## src/rtl/mcdf_pkg.sv

```systemverilog
// Shared constants and helpers for the multi-channel data formatter.
// mcdf_parity() returns 0 for a word whose data bits plus parity bit carry even parity.
package mcdf_pkg;

  localparam int MCDF_FIFO_DEPTH = 32;
  localparam int MCDF_DW         = 32;
  localparam int MCDF_FSW        = 6;

  typedef logic [MCDF_DW-1:0] mcdf_word_t;

  function automatic logic mcdf_parity(input mcdf_word_t data, input logic p);
    return (^data) ^ p;
  endfunction

endpackage

```

## src/rtl/slave_node_if.sv

```systemverilog
// Slave channel handshake between the external sender and a slave_node.
// The sender holds data/parity/valid while the node raises slv_wait.
interface slave_node_if
  import mcdf_pkg::*;
#(
  parameter int DW = MCDF_DW
);

  logic [DW-1:0] slv_data;
  logic          slv_parity;
  logic          slv_valid;
  logic          slv_wait;

  modport master (
    output slv_data,
    output slv_parity,
    output slv_valid,
    input  slv_wait
  );

  modport slave (
    input  slv_data,
    input  slv_parity,
    input  slv_valid,
    output slv_wait
  );

endinterface

```

## src/rtl/mcdf_sync_fifo.sv

```systemverilog
// Single-clock FIFO with registered occupancy count and first-word fall-through.
// The head word is read straight from the register array so it is visible the cycle after the write.
module mcdf_sync_fifo
  import mcdf_pkg::*;
#(
  parameter int DEPTH = MCDF_FIFO_DEPTH,
  parameter int DW    = MCDF_DW
) (
  input  logic                clk_i,
  input  logic                rst_i,
  input  logic                i_push,
  input  logic [DW-1:0]       i_wdata,
  input  logic                i_pop,
  output logic [DW-1:0]       o_rdata,
  output logic                o_empty,
  output logic                o_full,
  output logic [MCDF_FSW-1:0] o_free_slot
);

  localparam int AW = (DEPTH > 1) ? $clog2(DEPTH) : 1;
  localparam int PW = AW + 1;
  localparam int CW = $clog2(DEPTH + 1);

  logic [DW-1:0] r_mem [DEPTH];
  logic [PW-1:0] r_wr_ptr;
  logic [PW-1:0] r_rd_ptr;
  logic [CW-1:0] r_count;

  logic w_push_ok;
  logic w_pop_ok;
  logic w_unused_wrap;

  assign o_empty   = (r_count == '0);
  assign o_full    = (r_count == CW'(DEPTH));
  assign w_push_ok = i_push & ~o_full;
  assign w_pop_ok  = i_pop & ~o_empty;

  // Wrap bits are kept for pointer debug visibility; occupancy comes from r_count.
  assign w_unused_wrap = r_wr_ptr[AW] ^ r_rd_ptr[AW];

  always_ff @(posedge clk_i) begin
    if (w_push_ok) begin
      r_mem[r_wr_ptr[AW-1:0]] <= i_wdata;
    end
  end

  always_ff @(posedge clk_i) begin
    if (rst_i) begin
      r_wr_ptr <= '0;
      r_rd_ptr <= '0;
      r_count  <= '0;
    end else begin
      if (w_push_ok) begin
        r_wr_ptr <= r_wr_ptr + PW'(1);
      end
      if (w_pop_ok) begin
        r_rd_ptr <= r_rd_ptr + PW'(1);
      end
      case ({w_push_ok, w_pop_ok})
        2'b10:   r_count <= r_count + CW'(1);
        2'b01:   r_count <= r_count - CW'(1);
        default: r_count <= r_count;
      endcase
    end
  end

  assign o_rdata     = o_empty ? '0 : r_mem[r_rd_ptr[AW-1:0]];
  assign o_free_slot = MCDF_FSW'(DEPTH) - MCDF_FSW'(r_count);

endmodule

```

## src/rtl/slave_node.sv

```systemverilog
// Per-channel input node: accepts words from one slave channel, optionally checks parity, buffers in a FIFO.
// Optional feature macro SLAVE_NODE_PARITY_EN enables parity dropping and the sticky parity_err_o flag.
module slave_node
  import mcdf_pkg::*;
#(
  parameter int DEPTH = MCDF_FIFO_DEPTH,
  parameter int DW    = MCDF_DW
) (
  input  logic                clk_i,
  input  logic                rst_i,
  input  logic                slv_en_i,
  input  logic                err_clr_i,
  slave_node_if.slave         slv,
  output logic [MCDF_FSW-1:0] free_slot_o,
  output logic                parity_err_o,
  input  logic                fetch_i,
  output logic [DW-1:0]       data_o,
  output logic                data_valid_o
);

  logic w_full;
  logic w_empty;
  logic w_wait;
  logic w_acc;
  logic w_push;

  // Wait rises in the same cycle the enable drops, so no word is accepted while disabled.
  assign w_wait       = ~slv_en_i | w_full;
  assign slv.slv_wait = w_wait;
  assign w_acc        = slv.slv_valid & ~w_wait;

`ifdef SLAVE_NODE_PARITY_EN
  logic w_bad;
  logic r_parity_err;

  assign w_bad  = mcdf_parity(MCDF_DW'(slv.slv_data), slv.slv_parity);
  assign w_push = w_acc & ~w_bad;

  // A new bad word wins over a clear arriving in the same cycle.
  always_ff @(posedge clk_i) begin
    if (rst_i) begin
      r_parity_err <= 1'b0;
    end else if (w_acc && w_bad) begin
      r_parity_err <= 1'b1;
    end else if (err_clr_i) begin
      r_parity_err <= 1'b0;
    end
  end

  assign parity_err_o = r_parity_err;
`else
  logic w_unused_parity;

  assign w_push          = w_acc;
  assign parity_err_o    = 1'b0;
  assign w_unused_parity = slv.slv_parity ^ err_clr_i;
`endif

  mcdf_sync_fifo #(
    .DEPTH (DEPTH),
    .DW    (DW)
  ) u_fifo (
    .clk_i       (clk_i),
    .rst_i       (rst_i),
    .i_push      (w_push),
    .i_wdata     (slv.slv_data),
    .i_pop       (fetch_i),
    .o_rdata     (data_o),
    .o_empty     (w_empty),
    .o_full      (w_full),
    .o_free_slot (free_slot_o)
  );

  assign data_valid_o = ~w_empty;

endmodule

```

## src/flat_wrapper.sv

```systemverilog
// flat-port wrapper written by rule: the top's interface ports become plain ports
module slave_node_flat import mcdf_pkg::*;
#(
  parameter int DEPTH = MCDF_FIFO_DEPTH,
  parameter int DW    = MCDF_DW
)
  (clk_i, rst_i, slv_en_i, err_clr_i, free_slot_o, parity_err_o, fetch_i, data_o, data_valid_o, slv_slv_data, slv_slv_parity, slv_slv_valid, slv_slv_wait);
  slave_node_if #(.DW(DW)) slv_i ();
  input  logic clk_i;
  input  logic rst_i;
  input  logic slv_en_i;
  input  logic err_clr_i;
  output logic [MCDF_FSW-1:0] free_slot_o;
  output logic parity_err_o;
  input  logic fetch_i;
  output logic [DW-1:0] data_o;
  output logic data_valid_o;
  input wire logic [$bits(slv_i.slv_data)-1:0] slv_slv_data;
  input wire logic [$bits(slv_i.slv_parity)-1:0] slv_slv_parity;
  input wire logic [$bits(slv_i.slv_valid)-1:0] slv_slv_valid;
  output wire logic [$bits(slv_i.slv_wait)-1:0] slv_slv_wait;
  assign slv_i.slv_data = slv_slv_data;
  assign slv_i.slv_parity = slv_slv_parity;
  assign slv_i.slv_valid = slv_slv_valid;
  assign slv_slv_wait = slv_i.slv_wait;
  slave_node #(.DEPTH(DEPTH), .DW(DW)) u_core (.clk_i(clk_i), .rst_i(rst_i), .slv_en_i(slv_en_i), .err_clr_i(err_clr_i), .slv(slv_i), .free_slot_o(free_slot_o), .parity_err_o(parity_err_o), .fetch_i(fetch_i), .data_o(data_o), .data_valid_o(data_valid_o));
endmodule
```

## config.mk

```make
export PLATFORM = sky130hd
export DESIGN_NAME = slave_node_flat
export DESIGN_NICKNAME = d
export VERILOG_FILES = /design/src/rtl/mcdf_pkg.sv /design/src/rtl/slave_node_if.sv /design/src/rtl/mcdf_sync_fifo.sv /design/src/rtl/slave_node.sv /design/src/flat_wrapper.sv
export SDC_FILE = /design/constraint.sdc
export NUM_CORES = 1
export LEC_CHECK = 0
export CAP_MARGIN = 20
export CORE_MARGIN = 2
export CORE_UTILIZATION = 45
export CTS_CLUSTER_DIAMETER = 80
export DETAILED_ROUTE_END_ITERATION = 6
export PLACE_DENSITY = 0.62
export SLEW_MARGIN = 0
export SYNTH_ARGS = -nofsm -noshare
export SYNTH_HDL_FRONTEND = slang
export SYNTH_SLANG_ARGS = --single-unit
```

## constraint.sdc

```tcl
create_clock -name clk_i -period 3.5 [get_ports clk_i]
set_input_delay 0.35 -clock clk_i [delete_from_list [all_inputs] [get_ports clk_i]]
set_output_delay 0.35 -clock clk_i [all_outputs]
set_load 0.02 [all_outputs]
```

==> impl_summary.log, run 1 <==
[metrics] horizontal die dimension: 304 microns
[metrics] ratio of cells with drive above 1 in the final layout: 33.3%
[metrics] worst-path fanout max: 9
[metrics] count of hold buffers inserted by post-cts repair: 0
[metrics] final routed wire length divided by cell count: just under 30 microns
[metrics] crit-path max cell delay: 0.45 ns
[metrics] share of total power in the clock network: 34.6%
[metrics] critical path start-end classification: flop to output port
[metrics] number of flops mapped to enable cells by yosys: between 1,000 and 1,500
[metrics] wire length of the first global-routing pass: 142,000 microns
[metrics] worst setup slack after layout: 0.0674 ns
[metrics] type of the most critical hold path: input port to flop
[metrics] share of synthesized area occupied by flip-flops and latches: 77.0%
[metrics] Yosys warning total: 0
[metrics] number of remaining DRC errors: 0
[metrics] final weighted congestion in routability-driven placement: 0.752
[metrics] fraction of power spent switching nets: 26.2%
[metrics] top library cells by usage in the layout, fill and taps aside: sky130_fd_sc_hd__edfxtp_1, sky130_fd_sc_hd__mux4_2, sky130_fd_sc_hd__buf_4, sky130_fd_sc_hd__clkbuf_16, sky130_fd_sc_hd__nand2_1
[metrics] CTS buffer count: 102
[metrics] cell with the most instances on the worst path: sky130_fd_sc_hd__buf_4
[metrics] I/O pins: 80
[metrics] launching element type of the critical path: flop
[metrics] most common cell after layout, fill and taps aside: sky130_fd_sc_hd__edfxtp_1
[metrics] chain of cells forming the critical path: buf_12, buf_16, buf_4, buf_4, mux4_1, nand2_1, a21oi_2, a221oi_1, a2111oi_2, clkdlybuf4s15_2
[metrics] async set-reset flop share out of synthesis: 0%
[metrics] required arrival time at the worst endpoint: 3.15 ns
[metrics] slowest cell on the critical path: sky130_fd_sc_hd__a2111oi_2
[metrics] instance count of the mapped netlist: 1,824
[metrics] IR drop worst, VDD: 1.03 mV
[metrics] proportion of power drawn by flip-flops and latches: 44.0%
[metrics] standard-cell row count: approximately 110
[metrics] register bit total from synthesis: roughly 1,000
[metrics] initial drt markers: 1,898
[metrics] Max Cap Viol: 0
[metrics] data arrival time of the critical path: 3.08 ns
[metrics] Core ar.: about 90,000 sq um
[metrics] final routed wirelength across all metal layers: about 98,000 microns
[metrics] all-layer global routing usage: 21.1%
[metrics] setup repair after global routing missed its margin: yes
[metrics] Hold Startpoint: slv_slv_data[2]
[metrics] clock sink count: 1,045
[metrics] via count of the first global-routing pass: 20,900
[metrics] switching component of the power: 8.31 mW
[metrics] maximum number of buffers from clock root to sink: 3
[metrics] number of iterations in the first detailed-routing pass: 5
[metrics] count of nets after finishing: about 2,200
[metrics] count of unique library cells instantiated by Yosys: 51
[metrics] endpoint with the worst hold slack: u_core.u_fifo.r_mem[24][2]$_DFFE_PP_
[metrics] Initial Utilization: 45.6%
[metrics] Final Cycle Share: 98.1%
[metrics] average vias per placed instance: approximately 6
[metrics] clock-pin slew reported for the worst setup and hold paths after clock tree synthesis: 0.06 ns
[metrics] pre-CTS setup slack: -0.0305 ns
[metrics] Port Buf Inserts: 76
[metrics] largest net degree at the start of global routing: 40
[metrics] antenna violations before repair: 1
[metrics] internal power summed over all cells: 23.4 mW
[metrics] endpoint kind of the worst setup timing path: output port
[metrics] Worst R2R End: u_core.u_fifo.r_mem[25][27]$_DFFE_PP_
[metrics] Hold Vio Cnt, Final: 0
[metrics] H-tree lvl count: 3
[metrics] register-to-register path setup slack: 0.34 ns
[metrics] root buffer cell: sky130_fd_sc_hd__clkbuf_16
[metrics] DIE HEIGHT: 304 microns
[metrics] layout filler cell count: between 6,000 and 7,000
[metrics] outcome: completed
[metrics] final max-slew violation count: 0
[metrics] cell area after technology mapping: 40,500 sq um
[metrics] Min Hold Slack: 0.332 ns
[metrics] timing-limited maximum frequency: 291 MHz
[metrics] post-place instance area: 43,800 sq um
[metrics] number of setup violations in the final report: 0
[metrics] clock latency on the worst-skew pair: just under 0.7 ns
[metrics] time the final worst path needs with I/O delays and setup: 3.43 ns
[metrics] startpoint of the most critical register-to-register path: u_core.u_fifo.r_count[1]$_SDFFE_PP0P_
[metrics] Slew HR: 26.2%
[metrics] via count: 20,200
[metrics] die area: roughly 92,000 sq um
[metrics] layout-stage area growth over the synthesis result: 20.5%
[metrics] CTS tree: done
[metrics] combinational share of power: a little over a fifth
[metrics] Avg Cell Area, Syn: 22.2 sq um
[metrics] post-route ant nets: 0
[metrics] half-perimeter wire length after placement: 55,400 microns
[metrics] overall overflow remaining after global route: 0
[metrics] Main synth FF type: sky130_fd_sc_hd__edfxtp_1
[metrics] worst-case reg-to-reg path depth: 8
[metrics] largest clock skew in the final design: between 0.03 and 0.04 ns
[metrics] Worst Max-Slew Pin Slew: 1.10 ns
[metrics] instance count along the most critical hold path: 1
[metrics] Synth Net Count: between 1,500 and 2,000
[metrics] Static Leakage: 15.3 nW
[metrics] Power Density: 650 nW/um^2
[metrics] cell area after layout: 48,800 sq um
registers in the layout, indices dropped and copies added (netlist names), named ones only:
signal	cells
u_core.u_fifo.r_count	6
u_core.u_fifo.r_mem	1024
u_core.u_fifo.r_rd_ptr	5
u_core.u_fifo.r_wr_ptr	5
cell usage after synthesis (26+ instances only):
library cell | number | area share [%]
sky130_fd_sc_hd__edfxtp_1 | 1024 | 76
sky130_fd_sc_hd__mux4_2 | 211 | 12
sky130_fd_sc_hd__nand2_1 | 53 | 0.49
sky130_fd_sc_hd__nor2_1 | 52 | 0.48
sky130_fd_sc_hd__mux2i_1 | 46 | 1.1
sky130_fd_sc_hd__a221oi_1 | 43 | 0.93
sky130_fd_sc_hd__a2111oi_0 | 41 | 0.89
sky130_fd_sc_hd__a21oi_1 | 39 | 0.48
sky130_fd_sc_hd__mux4_1 | 34 | 2.2
sky130_fd_sc_hd__buf_2 | 30 | 0.37
sky130_fd_sc_hd__clkbuf_1 | 30 | 0.28
sky130_fd_sc_hd__nor2b_1 | 26 | 0.40
power by group through the flow:
| stage | combinational (mW) | sequential [mW] | clock [mW] |
|---|---|---|---|
| detailed placement | 6.09 | 14.3 | 0 |
| CTS | 6.52 | 14.0 | 11.2 |
| finish | 6.76 | 14.0 | 11.0 |
| global route | 7.13 | 14.0 | 11.6 |
| global placement | 6.04 | 14.3 | 0 |
| floorplan | 3.50 | 14.1 | 0 |
critical path: cells and delay by family, from the launching register on:
family,cells,cell delay (ns)
muxes,1,0.33
buffers and inverters,5,0.92
AOI/OAI and AO/OA,3,0.73
DFF,1,0.38
and+or+nand+nor,1,0.07
logic make-up after synthesis:
kind of cell	count (synthesis)	synth area share, %
other cells	1	0.00926
fa+ha+maj	9	0.278
buf+inv	124	2.08
compound gates	178	3.28
flops	1045	77.0
xor+xnor	16	0.346
mux	293	15.1
simple gates	158	1.86
metal layers:
metal / up-vias / wire length, microns / track usage (%)
met2: 795 / 48000 / 34.3
met1: 10800 / 41300 / 29.2
met4: 0 / 2740 / 6.51
li1: 8391 / - / -
met5: - / 0 / 0
met3: 148 / 6080 / 3.70
per-stage QoR:
| step | std cells | utilization (%) | setup TNS (ns) | power, mW |
|---|---|---|---|---|
| 2_1_floorplan | 1824 | - | 0 | 17.6 |
| 5_1_grt | 3370 | 54.9 | -0.149 | 32.7 |
| 4_1_cts | 3330 | 54.0 | -0.552 | 31.6 |
| 6_report | 3371 | 54.9 | 0 | 31.7 |
| 3_3_place_gp | 3118 | 49.4 | -0.124 | 20.3 |
| 3_5_place_dp | 3119 | 49.4 | -0.0305 | 20.4 |
worst max path at each step:
stage | startpoint | endpoint | slack [ns] | cells past startpoint
2_1_floorplan | u_core.u_fifo.r_count[1]$_SDFFE_PP0P_ | u_core.u_fifo.r_mem[31][0]$_DFFE_PP_ | 0.01 | 7
3_3_place_gp | flop | data_o[2] | -0.11 | 9
3_5_place_dp | flop | data_o[2] | -0.03 | 9
4_1_cts | flop | data_o[11] | -0.15 | 10
5_1_grt | flop | data_o[8] | -0.06 | 9
6_report | flop | data_o[21] | 0.07 | 10
what timing repair did:
item                       in CTS  in global routing
resized for setup             129                 71
setup buffers                  21                 27
pin swaps                       8                 15
setup endpoints to repair      32                 24
gates cloned                    4                  1
layout make-up:
| class | count | area (sq um) | share of cell area [%] |
|---|---|---|---|
| Sequential cell | 1045 | 31200 | 64.0 |
| Antenna cell | 1 | 2.50 | 0.00513 |
| Inverter | 11 | 41.3 | 0.0847 |
| Tap cell | 1165 | 1460 | 2.99 |
| Clock inverter | 59 | 599 | 1.23 |
| Multi-Input combinational cell | 655 | 9270 | 19.0 |
| Clock buffer | 127 | 2750 | 5.64 |
| Timing Repair Buffer | 308 | 3450 | 7.09 |
(Power assumes the default switching activity.)
==> run 2: changes to the inputs <==
- GPL_ROUTABILITY_DRIVEN: unset -> 1
==> results of run 2 <==
No change in the layout: final DEF, timing and power equal those of run 1.
==> run 3: changes to the inputs <==
- CAP_MARGIN: 20 -> unset
- CORE_UTILIZATION: 45 -> 41
- PLACE_DENSITY: 0.62 -> 0.58
==> run 3 against run 2 <==
The run now ends with setup timing left. First-iteration DRC count down 3.6%. Die area up 9.6%. Sequential share of layout area up 0.27 points. Cell area down 0.42%. Cell count up 3.5%.
==> impl_summary.log, run 3 (synthesis results as in run 1) <==
[metrics] outcome: finished, violations left (was completed)
[metrics] violations in the final reports: setup timing
[metrics] final core utilization: 49.5% (was 54.9%)
[metrics] crit-path max cell delay: 0.53 ns (was 0.45 ns)
[metrics] Worst Max-Slew Pin Slew: 1.18 ns (was 1.10 ns)
[metrics] Max Cap Viol: 0 (unchanged)
[metrics] worst-path fanout max: 12 (was 9)
[metrics] via count: 20,000 (was 20,200)
[metrics] clock-pin slew reported for the worst setup and hold paths after clock tree synthesis: 0.06 ns (about the same)
[metrics] largest clock skew in the final design: 0.0347 ns (was 0.0310 ns)
[metrics] Buf/Inv on CP: 3 (was 5)
[metrics] worst setup slack after layout: -0.0410 ns (was 0.0674 ns)
[metrics] count of hold buffers inserted by post-cts repair: 0 (unchanged)
[metrics] clock sink count: 1,045 (unchanged)
[metrics] most common cell after layout, fill and taps aside: sky130_fd_sc_hd__edfxtp_1 (unchanged)
[metrics] endpoint kind of the worst setup timing path: output port (unchanged)
[metrics] number of setup violations in the final report: 1 (was 0)
[metrics] post-place instance area: 44,000 sq um (was 43,800 sq um)
[metrics] all-layer global routing usage: 19.1% (was 21.1%)
[metrics] horizontal die dimension: 318 microns (was 304 microns)
[metrics] Initial Utilization: 41.2% (was 45.6%)
[metrics] data arrival time of the critical path: 3.19 ns (was 3.08 ns)
[metrics] Slew HR: 21.3% (was 26.2%)
[metrics] Static Leakage: 15.2 nW (was 15.3 nW)
[metrics] DIE HEIGHT: 318 microns (was 304 microns)
[metrics] critical path start-end classification: flop to output port (unchanged)
[metrics] kind of cell adding the most delay to the critical path: buffers and inverters (unchanged)
[metrics] via count of the first global-routing pass: 20,900 (about the same)
[metrics] flip-flop count of the largest register, all copies and words added: 1,024 (unchanged)
[metrics] time the final worst path needs with I/O delays and setup: 3.54 ns (was 3.43 ns)
[metrics] cell area after layout: 48,600 sq um (was 48,800 sq um)
[metrics] post-route ant nets: 0 (unchanged)
[metrics] number of iterations in the first detailed-routing pass: 7 (was 5)
[metrics] maximum number of buffers from clock root to sink: 3 (unchanged)
[metrics] CTS buffer count: 106 (was 102)
[metrics] average vias per placed instance: 5.73 (was 5.98)
[metrics] chain of cells forming the critical path: buf_12, mux4_2, nor2b_1, a2111oi_4, a2111oi_2, buf_4, clkdlybuf4s50_1 (was buf_12, buf_16, buf_4, buf_4, mux4_1, nand2_1, a21oi_2, a221oi_1, a2111oi_2, clkdlybuf4s15_2)
[metrics] initial drt markers: 1,830 (was 1,898)
[metrics] final routed wire length divided by cell count: 27.9 microns (was 29.1 microns)
[metrics] Power Density: 656 nW/um^2 (was 650 nW/um^2)
[metrics] Final Cycle Share: 101% (was 98.1%)
[metrics] overall overflow remaining after global route: 0 (unchanged)
[metrics] standard-cell row count: 115 (was 109)
[metrics] launching element type of the critical path: flop (unchanged)
[metrics] type of the most critical hold path: flop to flop (was input port to flop)
[metrics] I/O pins: 80 (unchanged)
[metrics] largest net degree at the start of global routing: 54 (was 40)
[metrics] clock latency on the worst-skew pair: 0.68 ns (about the same)
[metrics] Hold Vio Cnt, Final: 0 (unchanged)
[metrics] layout filler cell count: 7,877 (was 6,564)
[metrics] required arrival time at the worst endpoint: 3.15 ns (about the same)
[metrics] number of remaining DRC errors: 0 (unchanged)
[metrics] IR drop worst, VDD: 1.84 mV (was 1.03 mV)
[metrics] pre-CTS setup slack: -0.211 ns (was -0.0305 ns)
[metrics] count of nets after finishing: 2,162 (was 2,171)
[metrics] slowest cell on the critical path: sky130_fd_sc_hd__clkdlybuf4s50_1 (was sky130_fd_sc_hd__a2111oi_2)
[metrics] ratio of cells with drive above 1 in the final layout: 33.3% (about the same)
[metrics] top library cells by usage in the layout, fill and taps aside: sky130_fd_sc_hd__edfxtp_1, sky130_fd_sc_hd__mux4_2, sky130_fd_sc_hd__buf_4, sky130_fd_sc_hd__clkbuf_16, sky130_fd_sc_hd__nand2_1 (unchanged)
[metrics] wire length of the first global-routing pass: 141,000 microns (was 142,000 microns)
[metrics] root buffer cell: sky130_fd_sc_hd__clkbuf_16 (unchanged)
[metrics] Core ar.: 98,100 sq um (was 88,800 sq um)
[metrics] Port Buf Inserts: 76 (unchanged)
[metrics] final max-slew violation count: 0 (unchanged)
[metrics] timing-limited maximum frequency: 282 MHz (was 291 MHz)
[metrics] final weighted congestion in routability-driven placement: 0.726 (was 0.752)
[metrics] antenna violations before repair: 0 (was 1)
[metrics] final routed wirelength across all metal layers: 97,500 microns (was 98,100 microns)
[metrics] half-perimeter wire length after placement: 55,600 microns (was 55,400 microns)
[metrics] layout-stage area growth over the synthesis result: 20.0% (was 20.5%)
[metrics] setup repair after global routing missed its margin: yes (unchanged)
[metrics] die area: 101,000 sq um (was 92,400 sq um)
[metrics] H-tree lvl count: 3 (unchanged)
[metrics] CTS tree: done (unchanged)
run 3: path summary, 6_finish.rpt:
path | startpoint | end | slack, ns | depth (start not counted)
worst min-delay path | u_core.u_fifo.r_rd_ptr[4]$_SDFFE_PP0P_ | u_core.u_fifo.r_rd_ptr[4]$_SDFFE_PP0P_ | 0.52 | 2
worst max-delay path | flop | data_o[13] | -0.04 | 7
worst min register to register | u_core.u_fifo.r_rd_ptr[4]$_SDFFE_PP0P_ | u_core.u_fifo.r_rd_ptr[4]$_SDFFE_PP0P_ | 0.52 | 2
worst max register to register | u_core.u_fifo.r_count[1]$_SDFFE_PP0P_ | u_core.u_fifo.r_mem[2][15]$_DFFE_PP_ | 0.30 | 8
run 3: per-layer routing:
layer  vias to the layer above  GRT usage, %  wire (microns)
met2                       668          32.5           49800
met3                       163          3.22            5140
met4                         0          5.87            2560
met5                         -             0               0
met1                     10800          25.3           40000
li1                       8380             -               -
run 3: what timing repair did:
action | in CTS | in global routing
setup buffers | 21 | 13
pin swaps | 13 | 16
endpoints found under the setup margin | 31 | 26
gates resized for setup | 160 | 73
cloned | 5 | 0
run 3: stage by stage:
stage          hold slack, ns  power (mW)  TNS [ns]  std cells
2_1_floorplan           0.449        17.6         0       1824
3_3_place_gp            0.513        20.5    -0.201       3256
3_5_place_dp            0.504        20.5    -0.305       3256
4_1_cts                 0.531        32.0     -1.29       3476
5_1_grt                 0.573        32.9    -0.441       3487
6_report                0.523        31.8   -0.0410       3488
run 3: worst register-to-register path, delay by kind of cell (launching register included):
| kind | cells | cell delay, ns |
|---|---|---|
| compound gates | 1 | 0.30 |
| fa+ha+maj | 1 | 0.24 |
| buf+inv | 3 | 0.74 |
| flops | 1 | 0.55 |
| simple gates | 3 | 0.96 |
run 3: cell type report:
type	count	area, sq um	area share [%]
flip-flops and latches	1045	31200	64.2
inverters	11	41.3	0.0850
clock inverters	65	652	1.34
well taps	1287	1610	3.32
diodes	1	2.50	0.00515
repair buffers	295	2980	6.14
clock buffers	129	2760	5.68
multi-input cells	655	9320	19.2
run 3: power by group:
part	total, mW	switching, mW	leakage (nW)	internal (mW)
logic	6.81	3.68	4.14	3.14
clock network	11.0	4.68	1.66	6.36
registers	14.0	0.130	9.39	13.9
total	31.8	8.49	15.2	23.4
